[config.mk]
export PLATFORM = sky130hd
export DESIGN_NAME = mnist_argmax_seq_flat
export DESIGN_NICKNAME = d
export VERILOG_FILES = /design/src/rtl/mnist_argmax_seq_if.sv /design/src/rtl/mnist_argmax_seq.sv /design/src/flat_wrapper.sv
export SDC_FILE = /design/constraint.sdc
export NUM_CORES = 1
export LEC_CHECK = 0
export ABC_AREA = 1
export BUFFER_PORTS_ARGS = -buffer_cell sky130_fd_sc_hd__buf_2
export CAP_MARGIN = 20
export CORE_UTILIZATION = 60
export CTS_BUF_LIST = sky130_fd_sc_hd__clkbuf_8
export DETAILED_ROUTE_END_ITERATION = 10
export HOLD_SLACK_MARGIN = 0.05
export PLACE_DENSITY_LB_ADDON = 0.12
export SKIP_CTS_REPAIR_TIMING = 1
export SLEW_MARGIN = 5
export SYNTH_ARGS = -nofsm -noshare
export SYNTH_HDL_FRONTEND = slang
export SYNTH_SLANG_ARGS = --single-unit
[constraint.sdc]
create_clock -name clk -period 4.3 [get_ports clk]
set_input_delay 0.645 -clock clk [delete_from_list [all_inputs] [get_ports clk]]
set_output_delay 0.645 -clock clk [all_outputs]
set_load 0.02 [all_outputs]
[src/rtl/mnist_argmax_seq_if.sv]
// mnist_argmax_seq_if
// Result handshake between the argmax stage and whatever consumes the
// prediction (UART reporter, LED driver, scoreboard).
//   result_valid   producer -> consumer  a prediction is being presented
//   result_ready   consumer -> producer  the consumer takes it this cycle
//   result_digit   producer -> consumer  argmax class index
//   result_score   producer -> consumer  signed score of that class
//   result_margin  producer -> consumer  best minus second-best score (>= 0)
interface mnist_argmax_seq_if #(
  parameter int DATA_WIDTH = 15,
  parameter int IDX_WIDTH  = 4
);
  logic                         result_valid;
  logic                         result_ready;
  logic [IDX_WIDTH-1:0]         result_digit;
  logic signed [DATA_WIDTH-1:0] result_score;
  logic [DATA_WIDTH:0]          result_margin;

  modport master (
    output result_valid,
    input  result_ready,
    output result_digit,
    output result_score,
    output result_margin
  );

  modport slave (
    input  result_valid,
    output result_ready,
    input  result_digit,
    input  result_score,
    input  result_margin
  );
endinterface

[src/rtl/mnist_argmax_seq.sv]
// mnist_argmax_seq
// After the inference engine raises done, walks its score-select port over
// every class, keeps the highest and second-highest signed scores, and
// presents digit / score / margin on a valid-ready handshake.
// Ports:
//   clk          rising-edge clock
//   rst          synchronous, active-low reset
//   engine_done  level done flag from the inference top (rising edge starts)
//   out_idx      class select driven back to the inference top
//   score        selected class score, valid combinationally with out_idx
//   busy         high while scanning or holding a result
//   overrun      sticky: a done edge arrived while busy
//   res          result handshake (master side)
module mnist_argmax_seq #(
  parameter int DATA_WIDTH  = 15,
  parameter int NUM_CLASSES = 10,
  parameter int IDX_WIDTH   = 4
) (
  input  logic                         clk,
  input  logic                         rst,
  input  logic                         engine_done,
  output logic [IDX_WIDTH-1:0]         out_idx,
  input  logic signed [DATA_WIDTH-1:0] score,
  output logic                         busy,
  output logic                         overrun,
  mnist_argmax_seq_if.master           res
);

  typedef enum logic [1:0] {IDLE, SCAN, HOLD} state_t;

  localparam logic signed [DATA_WIDTH-1:0] SCORE_MIN = {1'b1, {(DATA_WIDTH-1){1'b0}}};
  localparam logic [IDX_WIDTH-1:0]         LAST_IDX  = IDX_WIDTH'(NUM_CLASSES - 1);

  // Difference is formed one bit wider so best=max, second=min cannot wrap.
  function automatic logic [DATA_WIDTH:0] margin_f(
    input logic signed [DATA_WIDTH-1:0] hi,
    input logic signed [DATA_WIDTH-1:0] lo
  );
    logic signed [DATA_WIDTH:0] diff;
    diff = {hi[DATA_WIDTH-1], hi} - {lo[DATA_WIDTH-1], lo};
    return diff;
  endfunction

  state_t                       state, state_nxt;
  logic                         done_q;
  logic                         start_edge;
  logic [IDX_WIDTH-1:0]         idx;
  logic                         last;
  logic                         transfer;

  logic signed [DATA_WIDTH-1:0] best, second;
  logic [IDX_WIDTH-1:0]         best_idx;
  logic signed [DATA_WIDTH-1:0] best_nxt, second_nxt;
  logic [IDX_WIDTH-1:0]         best_idx_nxt;

  assign start_edge = engine_done & ~done_q;
  assign last       = (idx == LAST_IDX);
  assign transfer   = res.result_valid & res.result_ready;

  always_comb begin
    state_nxt        = state;
    out_idx          = '0;
    busy             = 1'b0;
    res.result_valid = 1'b0;
    case (state)
      IDLE: begin
        if (start_edge) state_nxt = SCAN;
      end
      SCAN: begin
        out_idx = idx;
        busy    = 1'b1;
        if (last) state_nxt = HOLD;
      end
      HOLD: begin
        busy             = 1'b1;
        res.result_valid = 1'b1;
        if (res.result_ready) state_nxt = IDLE;
      end
      default: state_nxt = IDLE;
    endcase
  end

  // Strict compares: an equal score never displaces best, so the lowest
  // index wins a tie and the tied value lands in second (margin 0).
  always_comb begin
    best_nxt     = best;
    second_nxt   = second;
    best_idx_nxt = best_idx;
    if (idx == '0) begin
      best_nxt     = score;
      second_nxt   = SCORE_MIN;
      best_idx_nxt = '0;
    end else if (score > best) begin
      second_nxt   = best;
      best_nxt     = score;
      best_idx_nxt = idx;
    end else if (score > second) begin
      second_nxt   = score;
    end
  end

  // ---- state / control registers ----
  always_ff @(posedge clk) begin
    if (!rst) begin
      state   <= IDLE;
      done_q  <= 1'b1;
      idx     <= '0;
      overrun <= 1'b0;
    end else begin
      state  <= state_nxt;
      done_q <= engine_done;
      if (state == SCAN) idx <= idx + IDX_WIDTH'(1);
      else               idx <= '0;
      if (start_edge && busy) overrun <= 1'b1;
    end
  end

  // ---- running best / second tracking ----
  always_ff @(posedge clk) begin
    if (state == SCAN) begin
      best     <= best_nxt;
      second   <= second_nxt;
      best_idx <= best_idx_nxt;
    end
  end

  // ---- result registers, loaded on the final scan cycle ----
  always_ff @(posedge clk) begin
    if (!rst) begin
      res.result_digit  <= '0;
      res.result_score  <= '0;
      res.result_margin <= '0;
    end else if (state == SCAN && last) begin
      res.result_digit  <= best_idx_nxt;
      res.result_score  <= best_nxt;
      res.result_margin <= margin_f(best_nxt, second_nxt);
    end
  end

  logic unused_transfer;
  assign unused_transfer = transfer;

endmodule

[src/flat_wrapper.sv]
// flat-port wrapper written by rule: the top's interface ports become plain ports
module mnist_argmax_seq_flat 
#(
  parameter int DATA_WIDTH  = 15,
  parameter int NUM_CLASSES = 10,
  parameter int IDX_WIDTH   = 4
)
  (clk, rst, engine_done, out_idx, score, busy, overrun, res_result_valid, res_result_ready, res_result_digit, res_result_score, res_result_margin);
  mnist_argmax_seq_if #(.DATA_WIDTH(DATA_WIDTH), .IDX_WIDTH(IDX_WIDTH)) res_i ();
  input  logic clk;
  input  logic rst;
  input  logic engine_done;
  output logic [IDX_WIDTH-1:0] out_idx;
  input  logic signed [DATA_WIDTH-1:0] score;
  output logic busy;
  output logic overrun;
  output wire logic [$bits(res_i.result_valid)-1:0] res_result_valid;
  input wire logic [$bits(res_i.result_ready)-1:0] res_result_ready;
  output wire logic [$bits(res_i.result_digit)-1:0] res_result_digit;
  output wire logic [$bits(res_i.result_score)-1:0] res_result_score;
  output wire logic [$bits(res_i.result_margin)-1:0] res_result_margin;
  assign res_result_valid = res_i.result_valid;
  assign res_i.result_ready = res_result_ready;
  assign res_result_digit = res_i.result_digit;
  assign res_result_score = res_i.result_score;
  assign res_result_margin = res_i.result_margin;
  mnist_argmax_seq #(.DATA_WIDTH(DATA_WIDTH), .NUM_CLASSES(NUM_CLASSES), .IDX_WIDTH(IDX_WIDTH)) u_core (.clk(clk), .rst(rst), .engine_done(engine_done), .out_idx(out_idx), .score(score), .busy(busy), .overrun(overrun), .res(res_i));
endmodule
# [After elaboration in Yosys (flattened, before gate mapping)]
# Index checks and enable logic that the tools add are counted.
[totals] output_inout_bits=42 ff_bits=77
[classes] n_bitwise=2 n_eq_ne=6 add_sub_neg=2 muxes=14 magnitude_cmp=2 reduce_logical=7
[op_table] operator="15-bit 2-to-1 mux" n=5
[op_table] operator="15-bit greater-than comparator" n=2
[op_table] operator="15-bit by 15-bit subtractor with 16-bit output" n=1
[op_table] operator="4-bit 2-to-1 mux" n=3
[op_table] operator="2-bit 2-to-1 mux" n=3
[op_table] operator="2-bit case mux with 3 select lines" n=1
[op_table] operator="4-bit by 1-bit adder with 4-bit output, second input constant" n=1
[op_table] operator="4-bit == test, second input constant" n=1
[op_table] operator="4-bit logical NOT" n=1
[op_table] operator="2-bit by 1-bit != test with 1-bit output, second input constant" n=2
[op_table] operator="3-bit AND reduction" n=1
[op_table] operator="2-bit by 1-bit == test with 1-bit output, second input constant" n=1
[op_table] operator="2-bit == test, second input constant" n=1
[op_table] operator="1-bit logical AND" n=2
[op_table] operator="2-bit logical NOT" n=1
[op_table] operator="1-bit 2-to-1 mux" n=2
[op_table] operator="2-bit != test, second input constant" n=1
[op_table] operator="2-bit AND reduction" n=1
[op_table] operator="2-bit OR reduction" n=1
[op_table] operator="1-bit AND" n=1
[op_table] operator="1-bit inverter" n=1

# [Longest topological paths before layout]
[depth] ltp_word=5 depth_mapped=29 mapped_depth_nobuf=28

# [Worst setup path after synthesis]
# Ideal clock, no wire load.
[synth_timing] path_kind="in2reg" start="input port score[14]" end="register u_core.res.result_margin[15]" path_slack_ns=0.791 n_path_buf=1 required_time_ns=4.191 stages=24 t_arrival_ns=3.400 cell_sequence="ha_1 nand2_1 inv_1 nand2_1 nand2_1 a21oi_1 nand2_1 nand2_1 nand3_4 nand2_4 inv_4 buf_6 a21oi_1 ha_1 a21oi_1 o21ai_0 a21oi_1 o21ai_0 nand2_1 nand2_1 nand2_1 nand3_1 nand2_1 inv_1"
[synth_via] elab_chain_len=5
[synth_rtl] item="start, declared" line_no="flat_wrapper.sv:14" text="input logic signed [DATA_WIDTH-1:0] score;"
[synth_rtl] item="15-bit greater-than comparator" line_no="mnist_argmax_seq.sv:97" text="end else if (score > second) begin"
[synth_rtl] item="15-bit 2-to-1 mux" line_no="mnist_argmax_seq.sv:97"
[synth_rtl] item="15-bit 2-to-1 mux" line_no="mnist_argmax_seq.sv:93" text="end else if (score > best) begin"
[synth_rtl] item="15-bit 2-to-1 mux" line_no="mnist_argmax_seq.sv:89" text="if (idx == '0) begin"
[synth_rtl] item="15-bit by 15-bit subtractor with 16-bit output (*)" line_no="mnist_argmax_seq.sv:40" text="diff = {hi[DATA_WIDTH-1], hi} - {lo[DATA_WIDTH-1], lo};"
[synth_rtl] item="end signal, assigned" line_no="mnist_argmax_seq.sv:136" text="res.result_margin <= margin_f(best_nxt, second_nxt);"
[synth_rtl] item="end, declared" line_no="mnist_argmax_seq_if.sv:24" text="output result_margin"
# Every way passes the cells marked *; elsewhere a longest branch is shown, timed or not.
# A chain may end at the register's enable or synchronous reset.

# [Worst setup path after layout]
[layout_timing] start="input port score[14]" end="register u_core.res.result_margin[15]"
[layout_rtl] item="15-bit greater-than comparator" line_no="mnist_argmax_seq.sv:93"
[layout_rtl] item="15-bit 2-to-1 mux" line_no="mnist_argmax_seq.sv:93"
[layout_rtl] item="15-bit 2-to-1 mux" line_no="mnist_argmax_seq.sv:89"
[layout_rtl] item="via u_core.best_nxt[2]" line_no="mnist_argmax_seq.sv:53" text="logic signed [DATA_WIDTH-1:0] best_nxt, second_nxt;"
[layout_rtl] item="15-bit by 15-bit subtractor with 16-bit output" line_no="mnist_argmax_seq.sv:40"
# The timed path passes the listed nets, and every way through them passes these cells.

==> impl_metrics.tcl <==
set metrics [dict create \
    rows 33 \
    status "completed" \
    setup_viol 0 \
    min_period_ns 3.85 \
    synth_area_per_cell_um2 7.39 \
    slew_headroom 0.577 \
    path_class "input port to register" \
    holdPathEnd "u_core.overrun$_SDFFE_PN0P_" \
    synth_nets 782 \
    clk_latency_ns 0.36 \
    synth_xor_area_frac 0.0134 \
    coreArea_mm2 0.00834 \
    synth_edf_count 34 \
    io_pins 61 \
    portBuffers 60 \
    maxCapViolCount 0 \
    fmax_mhz 260 \
    grt_start_max_net_pins 42 \
    rsz0062_at_grt "no" \
    routed_wl_um 12400 \
    irDropWorstVdd_mv 0.412 \
    cellLeakagePower_nw 3.11 \
    antenna_violating_nets_post_route 0 \
    antenna_cells 0 \
    fp.dieW_um 95.5 \
    critical_path_required_ns 4.55 \
    die_h_um 95.5 \
    hp-class "register to register" \
    clkSinkCount 77 \
    final_common_cell "nand2_1" \
    path_clk_slew_ns 0.07 \
    n_fill_cell 717 \
    seq_area_frac_synth 0.359 \
    crit_fanout 21 \
    synth-compound-area-share 0.140 \
    tns_ns 0 \
    endpoint_kind "register" \
    grt_pass1_wl_um 20000 \
    synth.area.mux_share 0 \
    drt_iter0_drc 272 \
    post_drt_via_cell_ratio 5.39 \
    syn_area_mm2 0.00525 \
    start_util 0.629 \
    grt_pass1_vias 4435 \
    synth_top_family_by_area "simple AND/OR/NAND/NOR gates" \
    overflow 0 \
    cts_buffers 9 \
    antenna_found_initial 0 \
    gp_congestion 0.924 \
    route.vias.total 4727 \
    clockBufferDepth 2 \
    grt_usage 0.287 \
    ys.flop_type "dfxtp_1" \
    critPathLaunchType "input port" \
    finalHoldViolCount 0 \
    clockRootBuffer "clkbuf_8" \
    ff2ff_path_depth 22 \
    cp.arrival_ns 4.10 \
    hold_depth 1 \
    firstDrtPassIters 5 \
    cts_tree "yes" \
    dieArea_mm2 0.00912 \
    synthAdderAreaFrac 0.128 \
    power.density_mw_per_mm2 478 \
    synth-seq-cells 77 \
    avgRoutedWirePerCell_um 14.1 \
    synth_async_sr_flop_share 0 \
    drive_gt1_frac 0.120 \
    yosysWarnings 0 \
    finalClockSkew_ns 0.0144 \
    fin_ws_ns 0.448 \
    synthCells 710 \
    synthToLayoutAreaGrowth_pct 11.6 \
    r2r_setup_slack_ns 0.46 \
    hpwlAfterDp_um 9660 \
    cts-htree-levels 3 \
    final_cell_mix "173 x nand2_1, 114 x inv_1, 77 x nand3_1" \
    reg2reg_to "u_core.res.result_margin[15]$_SDFFE_PN0P_" \
    finalCritPeriodShare 0.896 \
    drc 0 \
    dpl_worst_slack_ns 0.138 \
    min-delay-start "u_core.overrun$_SDFFE_PN0P_" \
    slew_violations 0 \
    fin_nets 839 \
    fin_area_mm2 0.00586 \
    timing.rr.start "u_core.best[14]$_DFFE_PP_" \
    place_area_mm2 0.00562 \
    tightest_slew_ns 0.634 \
    yosys.area_share.simple 0.251 \
    synthDistinctLibCells 36 \
]
==> power by group <==
| group | total, mW | leakage, nW | internal (mW) | switching (mW) |
|---|---|---|---|---|
| combinational | 1.18 | 2.32 | 0.388 | 0.796 |
| clock | 0.658 | 0.121 | 0.383 | 0.274 |
| sequential | 0.958 | 0.665 | 0.910 | 0.0489 |
| total | 2.80 | 3.11 | 1.68 | 1.12 |
==> registers in the layout (all words and copies together) (netlist names) <==
name / cells
u_core.best: 15
u_core.overrun: 1
u_core.second: 15
u_core.res.result_margin: 16
u_core.res.result_digit: 4
u_core.idx: 4
u_core.done_q: 1
u_core.best_idx: 4
u_core.res.result_score: 15
u_core.state: 2
==> layer usage <==
layer | part of all wire | track usage
met1 | 0.48 | 0.385
met2 | 0.46 | 0.477
met3 | 0.046 | 0.0415
met4 | 0.012 | 0.0871
met5 | 0 | 0
==> critical path, cell delays in order <==
cell and delay (ns):
buf_2 0.13, ha_1 0.35, nand2_1 0.10, nor2_2 0.13
inv_1 0.06, nor2_1 0.10, nand3_1 0.27, nand3_4 0.22
buf_4 0.27, nand3_1 0.14, nand2_1 0.13, ha_1 0.30
a21oi_1 0.16, o21ai_0 0.14, a21oi_1 0.35, o21ai_0 0.20
nand2_1 0.11, nand2_1 0.05, nand2_1 0.06, nand3_1 0.06
nand2_1 0.08, inv_1 0.03
==> worst max-delay path by stage <==
stage / start / to / slack, ns
3_5_place_dp: score[14] / u_core.res.result_margin[15]$_SDFFE_PN0P_ / 0.14
4_1_cts: u_core.best[14]$_DFFE_PP_ / u_core.res.result_margin[15]$_SDFFE_PN0P_ / 0.51
6_report: score[14] / u_core.res.result_margin[15]$_SDFFE_PN0P_ / 0.45
3_3_place_gp: score[14] / u_core.res.result_margin[14]$_SDFFE_PN0P_ / 0.27
5_1_grt: u_core.best[14]$_DFFE_PP_ / u_core.res.result_margin[15]$_SDFFE_PN0P_ / 0.11
2_1_floorplan: score[14] / u_core.res.result_margin[15]$_SDFFE_PN0P_ / 0.79
==> through the flow <==
step                utilization  hold WS, ns  power (mW)  cells
floorplan                     -        0.456        1.87    710
global placement          0.673        0.446        2.11    861
detailed placement        0.673        0.468        2.14    861
CTS                       0.702        0.486        2.81    877
global route              0.702        0.512        3.01    877
finish                    0.702        0.482        2.80    877
==> cell usage after synthesis, types with 5 or more instances <==
cell type	count	area, µm²
nor2_1	37	139
buf_2	7	35.0
o21a_1	21	158
nand2_1	173	649
xor2_1	5	43.8
nand3_1	77	385
dfxtp_1	43	861
a21oi_1	48	240
edfxtp_1	34	1020
ha_1	52	651
o21ai_0	28	140
nand3b_1	5	37.5
o21ai_1	14	70.1
inv_1	113	424
clkbuf_1	9	33.8
o21bai_1	9	67.6
==> cell type report <==
| type | count | area (µm²) | area share |
|---|---|---|---|
| clock buffer | 9 | 124 | 0.0212 |
| tap | 105 | 131 | 0.0224 |
| timing repair buffer | 69 | 368 | 0.0628 |
| clock inverter | 7 | 115 | 0.0197 |
| multi-input combinational | 495 | 2800 | 0.478 |
| inverter | 115 | 434 | 0.0741 |
| sequential | 77 | 1880 | 0.321 |
==> kinds of logic after synthesis <==
logic type | Yosys count
simple gates | 306
compound gates | 128
xor+xnor | 8
fa+ha+maj | 53
buf+inv | 138
flops | 77
Power figures use the tool's default switching activity.
